`src/rtl/alu_issue_ctrl_if.sv`:
```
`default_nettype none
// ============================================================================
//  Module   : alu_issue_ctrl_if
//  Purpose  : Bundles the request, ALU and response channels of the shared
//             ALU issue controller. slave = controller side, master = the
//             requesters/ALU/consumer side.
//  Revision : 1.0 - initial release
// ============================================================================
interface alu_issue_ctrl_if;
    // Request channel, two requesters packed {req1, req0}
    logic [1:0]  req_valid;
    logic [1:0]  req_ready;
    logic [11:0] req_instr;
    logic [63:0] req_a;
    logic [63:0] req_b;
    logic [31:0] req_value;
    logic [1:0]  req_highlow;
    // ALU drive
    logic [5:0]  alu_instr;
    logic [31:0] alu_a;
    logic [31:0] alu_b;
    logic [15:0] alu_value;
    logic        alu_highlow;
    // ALU results
    logic [31:0] alu_c;
    logic        alu_f3;
    logic        alu_addrch;
    logic [31:0] alu_naddr;
    // Response channel
    logic        rsp_valid;
    logic        rsp_ready;
    logic        rsp_id;
    logic [31:0] rsp_c;
    logic        rsp_f3;
    logic        rsp_addrch;
    logic [31:0] rsp_naddr;
    logic        busy;

    modport slave (
        input  req_valid, req_instr, req_a, req_b, req_value, req_highlow,
        input  alu_c, alu_f3, alu_addrch, alu_naddr,
        input  rsp_ready,
        output req_ready,
        output alu_instr, alu_a, alu_b, alu_value, alu_highlow,
        output rsp_valid, rsp_id, rsp_c, rsp_f3, rsp_addrch, rsp_naddr, busy
    );

    modport master (
        output req_valid, req_instr, req_a, req_b, req_value, req_highlow,
        output alu_c, alu_f3, alu_addrch, alu_naddr,
        output rsp_ready,
        input  req_ready,
        input  alu_instr, alu_a, alu_b, alu_value, alu_highlow,
        input  rsp_valid, rsp_id, rsp_c, rsp_f3, rsp_addrch, rsp_naddr, busy
    );
endinterface
`default_nettype wire

```
`src/rtl/alu_issue_ctrl.sv`:
```
`default_nettype none
// ============================================================================
//  Module   : alu_issue_ctrl
//  Purpose  : Shares one 32-bit ALU between two requesters. Round-robin grant,
//             operands held on the ALU for ALU_LAT cycles, result returned
//             over a valid/ready response channel.
//  Revision : 1.0 - initial release
// ============================================================================
module alu_issue_ctrl #(
    parameter int         ALU_LAT    = 1,
    parameter logic [5:0] IDLE_INSTR = 6'd63
) (
    input  wire logic       clock,
    input  wire logic       reset,
    alu_issue_ctrl_if.slave bus
);

    typedef enum logic [1:0] {
        S_IDLE = 2'd0,
        S_EXEC = 2'd1,
        S_RESP = 2'd2
    } state_t;

    localparam int                 c_CNT_W = (ALU_LAT > 1) ? $clog2(ALU_LAT + 1) : 1;
    localparam logic [c_CNT_W-1:0] c_LAT   = c_CNT_W'(ALU_LAT);
    localparam logic [c_CNT_W-1:0] c_ONE   = c_CNT_W'(1);

    state_t             r_state;
    logic [c_CNT_W-1:0] r_cnt;
    logic               r_ptr;      // requester favoured when both are valid
    logic               r_id;
    logic [5:0]         r_alu_instr;
    logic [31:0]        r_alu_a;
    logic [31:0]        r_alu_b;
    logic [15:0]        r_alu_value;
    logic               r_alu_highlow;
    logic               r_rsp_valid;
    logic [31:0]        r_rsp_c;
    logic               r_rsp_f3;
    logic               r_rsp_addrch;
    logic [31:0]        r_rsp_naddr;
    logic               r_busy;

    logic               w_grant;
    logic               w_xfer;

    // Round-robin pick: lone requester wins, ties go to the pointer
    always_comb begin
        w_grant = 1'b0;
        case (bus.req_valid)
            2'b10:   w_grant = 1'b1;
            2'b11:   w_grant = r_ptr;
            default: w_grant = 1'b0;
        endcase
    end

    // Transfers only happen in IDLE with at least one valid requester
    assign w_xfer        = (r_state == S_IDLE) && (|bus.req_valid) && !reset;
    assign bus.req_ready = w_xfer ? (w_grant ? 2'b10 : 2'b01) : 2'b00;

    assign bus.alu_instr   = r_alu_instr;
    assign bus.alu_a       = r_alu_a;
    assign bus.alu_b       = r_alu_b;
    assign bus.alu_value   = r_alu_value;
    assign bus.alu_highlow = r_alu_highlow;
    assign bus.rsp_valid   = r_rsp_valid;
    assign bus.rsp_id      = r_id;
    assign bus.rsp_c       = r_rsp_c;
    assign bus.rsp_f3      = r_rsp_f3;
    assign bus.rsp_addrch  = r_rsp_addrch;
    assign bus.rsp_naddr   = r_rsp_naddr;
    assign bus.busy        = r_busy;

    // Issue FSM: latch winner onto the ALU, hold for ALU_LAT cycles, capture, respond
    always_ff @(posedge clock) begin
        if (reset) begin
            r_state       <= S_IDLE;
            r_cnt         <= '0;
            r_ptr         <= 1'b0;
            r_id          <= 1'b0;
            r_alu_instr   <= IDLE_INSTR;
            r_alu_a       <= '0;
            r_alu_b       <= '0;
            r_alu_value   <= '0;
            r_alu_highlow <= 1'b0;
            r_rsp_valid   <= 1'b0;
            r_rsp_c       <= '0;
            r_rsp_f3      <= 1'b0;
            r_rsp_addrch  <= 1'b0;
            r_rsp_naddr   <= '0;
            r_busy        <= 1'b0;
        end else begin
            case (r_state)
                S_IDLE: begin
                    if (w_xfer) begin
                        r_alu_instr   <= w_grant ? bus.req_instr[11:6]  : bus.req_instr[5:0];
                        r_alu_a       <= w_grant ? bus.req_a[63:32]     : bus.req_a[31:0];
                        r_alu_b       <= w_grant ? bus.req_b[63:32]     : bus.req_b[31:0];
                        r_alu_value   <= w_grant ? bus.req_value[31:16] : bus.req_value[15:0];
                        r_alu_highlow <= bus.req_highlow[w_grant];
                        r_id          <= w_grant;
                        r_ptr         <= ~w_grant;
                        r_cnt         <= c_LAT;
                        r_busy        <= 1'b1;
                        r_state       <= S_EXEC;
                    end
                end
                S_EXEC: begin
                    if (r_cnt == c_ONE) begin
                        // F3 is only meaningful as sampled on this rising edge
                        r_rsp_c       <= bus.alu_c;
                        r_rsp_f3      <= bus.alu_f3;
                        r_rsp_addrch  <= bus.alu_addrch;
                        r_rsp_naddr   <= bus.alu_naddr;
                        r_rsp_valid   <= 1'b1;
                        r_alu_instr   <= IDLE_INSTR;
                        r_alu_a       <= '0;
                        r_alu_b       <= '0;
                        r_alu_value   <= '0;
                        r_alu_highlow <= 1'b0;
                        r_state       <= S_RESP;
                    end else begin
                        r_cnt <= r_cnt - c_ONE;
                    end
                end
                S_RESP: begin
                    if (bus.rsp_ready) begin
                        r_rsp_valid <= 1'b0;
                        r_busy      <= 1'b0;
                        r_state     <= S_IDLE;
                    end
                end
                default: begin
                    r_state <= S_IDLE;
                end
            endcase
        end
    end

endmodule
`default_nettype wire

```
`src/flat_wrapper.sv`:
```
// flat-port wrapper written by rule: the top's interface ports become plain ports
module alu_issue_ctrl_flat 
#(
    parameter int         ALU_LAT    = 1,
    parameter logic [5:0] IDLE_INSTR = 6'd63
)
  (clock, reset, bus_req_valid, bus_req_instr, bus_req_a, bus_req_b, bus_req_value, bus_req_highlow, bus_alu_c, bus_alu_f3, bus_alu_addrch, bus_alu_naddr, bus_rsp_ready, bus_req_ready, bus_alu_instr, bus_alu_a, bus_alu_b, bus_alu_value, bus_alu_highlow, bus_rsp_valid, bus_rsp_id, bus_rsp_c, bus_rsp_f3, bus_rsp_addrch, bus_rsp_naddr, bus_busy);
  alu_issue_ctrl_if bus_i ();
  input  wire logic clock;
  input  wire logic reset;
  input wire logic [$bits(bus_i.req_valid)-1:0] bus_req_valid;
  input wire logic [$bits(bus_i.req_instr)-1:0] bus_req_instr;
  input wire logic [$bits(bus_i.req_a)-1:0] bus_req_a;
  input wire logic [$bits(bus_i.req_b)-1:0] bus_req_b;
  input wire logic [$bits(bus_i.req_value)-1:0] bus_req_value;
  input wire logic [$bits(bus_i.req_highlow)-1:0] bus_req_highlow;
  input wire logic [$bits(bus_i.alu_c)-1:0] bus_alu_c;
  input wire logic [$bits(bus_i.alu_f3)-1:0] bus_alu_f3;
  input wire logic [$bits(bus_i.alu_addrch)-1:0] bus_alu_addrch;
  input wire logic [$bits(bus_i.alu_naddr)-1:0] bus_alu_naddr;
  input wire logic [$bits(bus_i.rsp_ready)-1:0] bus_rsp_ready;
  output wire logic [$bits(bus_i.req_ready)-1:0] bus_req_ready;
  output wire logic [$bits(bus_i.alu_instr)-1:0] bus_alu_instr;
  output wire logic [$bits(bus_i.alu_a)-1:0] bus_alu_a;
  output wire logic [$bits(bus_i.alu_b)-1:0] bus_alu_b;
  output wire logic [$bits(bus_i.alu_value)-1:0] bus_alu_value;
  output wire logic [$bits(bus_i.alu_highlow)-1:0] bus_alu_highlow;
  output wire logic [$bits(bus_i.rsp_valid)-1:0] bus_rsp_valid;
  output wire logic [$bits(bus_i.rsp_id)-1:0] bus_rsp_id;
  output wire logic [$bits(bus_i.rsp_c)-1:0] bus_rsp_c;
  output wire logic [$bits(bus_i.rsp_f3)-1:0] bus_rsp_f3;
  output wire logic [$bits(bus_i.rsp_addrch)-1:0] bus_rsp_addrch;
  output wire logic [$bits(bus_i.rsp_naddr)-1:0] bus_rsp_naddr;
  output wire logic [$bits(bus_i.busy)-1:0] bus_busy;
  assign bus_i.req_valid = bus_req_valid;
  assign bus_i.req_instr = bus_req_instr;
  assign bus_i.req_a = bus_req_a;
  assign bus_i.req_b = bus_req_b;
  assign bus_i.req_value = bus_req_value;
  assign bus_i.req_highlow = bus_req_highlow;
  assign bus_i.alu_c = bus_alu_c;
  assign bus_i.alu_f3 = bus_alu_f3;
  assign bus_i.alu_addrch = bus_alu_addrch;
  assign bus_i.alu_naddr = bus_alu_naddr;
  assign bus_i.rsp_ready = bus_rsp_ready;
  assign bus_req_ready = bus_i.req_ready;
  assign bus_alu_instr = bus_i.alu_instr;
  assign bus_alu_a = bus_i.alu_a;
  assign bus_alu_b = bus_i.alu_b;
  assign bus_alu_value = bus_i.alu_value;
  assign bus_alu_highlow = bus_i.alu_highlow;
  assign bus_rsp_valid = bus_i.rsp_valid;
  assign bus_rsp_id = bus_i.rsp_id;
  assign bus_rsp_c = bus_i.rsp_c;
  assign bus_rsp_f3 = bus_i.rsp_f3;
  assign bus_rsp_addrch = bus_i.rsp_addrch;
  assign bus_rsp_naddr = bus_i.rsp_naddr;
  assign bus_busy = bus_i.busy;
  alu_issue_ctrl #(.ALU_LAT(ALU_LAT), .IDLE_INSTR(IDLE_INSTR)) u_core (.clock(clock), .reset(reset), .bus(bus_i));
endmodule
```
`config.mk`:
```
export PLATFORM = sky130hd
export DESIGN_NAME = alu_issue_ctrl_flat
export DESIGN_NICKNAME = d
export VERILOG_FILES = /design/src/rtl/alu_issue_ctrl_if.sv /design/src/rtl/alu_issue_ctrl.sv /design/src/flat_wrapper.sv
export SDC_FILE = /design/constraint.sdc
export NUM_CORES = 1
export LEC_CHECK = 0
export ABC_AREA = 1
export BUFFER_PORTS_ARGS = -buffer_cell sky130_fd_sc_hd__buf_2
export CORE_MARGIN = 1.5
export CORE_UTILIZATION = 30
export CTS_CLUSTER_DIAMETER = 100
export DETAILED_ROUTE_END_ITERATION = 6
export PLACE_DENSITY = 0.68
export SLEW_MARGIN = 10
export SYNTH_ARGS = -nofsm -noshare
export SYNTH_HDL_FRONTEND = slang
export SYNTH_SLANG_ARGS = --single-unit
```
`constraint.sdc`:
```
create_clock -name clock -period 2.04 [get_ports clock]
set_clock_uncertainty 0.05 [all_clocks]
set_input_delay 0.51 -clock clock [delete_from_list [all_inputs] [get_ports clock]]
set_output_delay 0.51 -clock clock [all_outputs]
set_load 0.1 [all_outputs]
```
==> results.md <==
- Share of layout cells above drive strength 1: 30.9%
- Commonest cells after routing, fill and taps aside: 412 x nand2_1, 399 x buf_2, 169 x nand3_1
- Final Cycle Share: 104%
- Commonest non-fill, non-tap cell in the layout: nand2_1
- Initial core utilization: 30.6%
- Worst Path Required: 1480 ps
- Hold slack: 300 ps
- Core ar.: 24300 sq um
- CP arrival: 1560 ps
- Non-Filler Instances: 1861
- PortBufs: 402
- Area Overhead vs Synth: 40.5%
- Fin. Hold Viols: 0
- FMAX: 472 MHz
- Gr ovfl total: 0
- Post-layout util: 43.1%
- Netlist Area Pre-Place: 7450 sq um
- First-pass GRT wire length: 39500 microns
- Vias per std cell: 4.57
- Setup WS post-layout: -80.3 ps
- Net Switching: 5.47 mW
- Nets: 1767
- Crit Path Max Fanout: 3
- Clk Latency, worst-skew pair: 420 ps
- Routed WL: 25100 microns
- Antenna violations before repair: 2
- Clk root buf: clkbuf_16
- Post-Place Cells: 1827
- Startpoint class of the critical path: flop
- FP Rows: 57
- Final min period: 2120 ps
- CP startpoint: u_core.r_state[1]
- Final Setup Violations: 2
- Syn Inst Count: 1170
- Leakage power: 5.53 nW
- Total track usage: 19.1%
- Yosys warning count: 0
- RSZ-0062 raised after global routing: true
- Number of global-route vias before repair: 7889
- Clock Power Share: 27.4%
- Max-cap viol count: 0
- Min-delay worst type: in2reg
- Antenna Nets Post-Route: 0
- RD Place Congestion: 0.830
- R2R setup slack: 460 ps
- Max Slew Vio Count: 0
- Critical path endpoint: bus_req_ready[1]
- Ports: 403
- CTS tree: yes
- Area after DPL: 9850 sq um
- H-tree lvl count: 4
- Synth Register Bits: 160
- Design area: 10500 sq um
- Slew at the pin closest to its max-slew limit: 750 ps
- Slew HR: 50.0%
- Largest net degree at the start of global routing: 91
- # hold bufs at CTS: 0
- Die Wd: 161 microns
- Synthesized area per cell: 6.37 sq um
- Pwr Density: 1110 nW/um^2
- Worst Setup End Kind: output pin
- CTS Buf Count: 17
- Critical path class: reg2out
- Syn nets: 1415
- Clock tree sinks: 160
- First-pass detailed-route iteration total: 4
- Switching Fraction: 46.9%
- Status: complete, but fails checks
- Post-DP HPWL: 17900 microns
- Final total power: 11.7 mW
- Initial DRC Count: 481
- DRC viols: 0
- Post-synthesis sequential area ratio: 43.0%
- Worst-path clk slew: 70 ps
- Total Die Area: 25800 sq um
- Worst vdd ir: 0.527 mV
- Vias: 8504
- Longest Clk Path Bufs: 2
- Comb pwr share: 41.4%
- Setup TNS Final: -107 ps
- Failing checks: setup timing
- Post-place setup slack: 45.0 ps
- R2R cell count: 9
- Height of the chip: 161 microns
- Post-synthesis cell type count: 16
- R2r startpoint: u_core.r_state[1]
- Post-DR wirelength/cell: 13.5 microns
- Seq pwr share: 31.3%
- Power Internal: 6.21 mW
- Crit Reg-Reg Endpoint: u_core.bus.alu_b[14]
[kinds of logic after synthesis]
kind of cell           Yosys count  share of synthesized area (%)
DFF                            160                           43.0
AOI/OAI and AO/OA              155                           10.5
buffers and inverters          183                           9.79
and+or+nand+nor                672                           36.7
[registers in the layout, indices dropped and copies added (netlist names), 2 cells and up]
| name | count |
|---|---|
| u_core.bus.alu_b | 32 |
| u_core.bus.alu_value | 16 |
| u_core.r_state | 2 |
| u_core.bus.alu_a | 32 |
| u_core.bus.rsp_naddr | 32 |
| u_core.bus.alu_instr | 6 |
| u_core.bus.rsp_c | 32 |
[layout make-up]
class,count,area (sq um)
inverters,90,348
multi-input cells,827,3580
clock inverters,13,138
fillers,2572,13800
well taps,324,405
clock buffers,19,443
repair buffers,426,2340
diodes,2,5.00
flip-flops and latches,160,3210
[Yosys cell counts]
cell type | n | area [sq um]
o21ai_0 | 1 | 5.00
buf_1 | 3 | 11.3
o21ai_1 | 1 | 5.00
nand2_1 | 417 | 1570
nand3_1 | 170 | 851
a31o_2 | 1 | 8.76
dfxtp_1 | 160 | 3200
buf_4 | 1 | 7.51
inv_1 | 88 | 330
nor2_1 | 84 | 315
a21oi_1 | 151 | 756
buf_2 | 31 | 155
inv_2 | 2 | 7.51
a31oi_1 | 1 | 6.26
nor2_2 | 1 | 6.26
clkbuf_1 | 58 | 218
[worst min path at each step]
stage | from | slack [ps] | to | depth (start not counted)
6_report | bus_alu_naddr[27] | 300 | u_core.bus.rsp_naddr[27] | 3
5_1_grt | bus_alu_c[30] | 290 | u_core.bus.rsp_c[30] | 3
4_1_cts | bus_alu_naddr[27] | 280 | u_core.bus.rsp_naddr[27] | 3
3_5_place_dp | u_core.bus.rsp_f3 | 400 | u_core.bus.rsp_f3 | 2
3_3_place_gp | u_core.bus.rsp_c[30] | 400 | u_core.bus.rsp_c[30] | 2
2_1_floorplan | u_core.r_ptr | 400 | u_core.r_ptr | 2
[metal layers]
| metal | global-route usage, % | wire (microns) | up-vias |
|---|---|---|---|
| met3 | 6.04 | 2050 | 34 |
| met4 | 6.84 | 542 | 0 |
| met2 | 34.1 | 12300 | 318 |
| li1 | - | - | 4389 |
| met1 | 21.1 | 10200 | 3763 |
| met5 | 0 | 0 | - |
[power groups by stage]
stage / logic [mW] / registers [mW] / clock network (mW)
after floorplan: 1.36 / 6.19 / 0
after CTS: 4.86 / 3.66 / 3.31
after detailed placement: 4.84 / 3.72 / 0
after global routing: 5.15 / 3.70 / 3.45
final: 4.83 / 3.65 / 3.19
after global placement: 4.82 / 3.71 / 0
[worst max-delay path: stages (launching register included)]
cell and delay (ps):
dfxtp_2 320, nor2_2 110, buf_6 120, o21ai_4 60, nor2_4 130, nand3_4 120
clkinvlp_4 110, buf_12 170
[timing repair]
item                                    4_1_cts  5_1_grt
endpoints found under the setup margin        2        2
pin swaps                                     1        1
setup buffers                                 0        0
resized for setup                             8        0
Note: power is estimated with default switching activity, not from simulation.
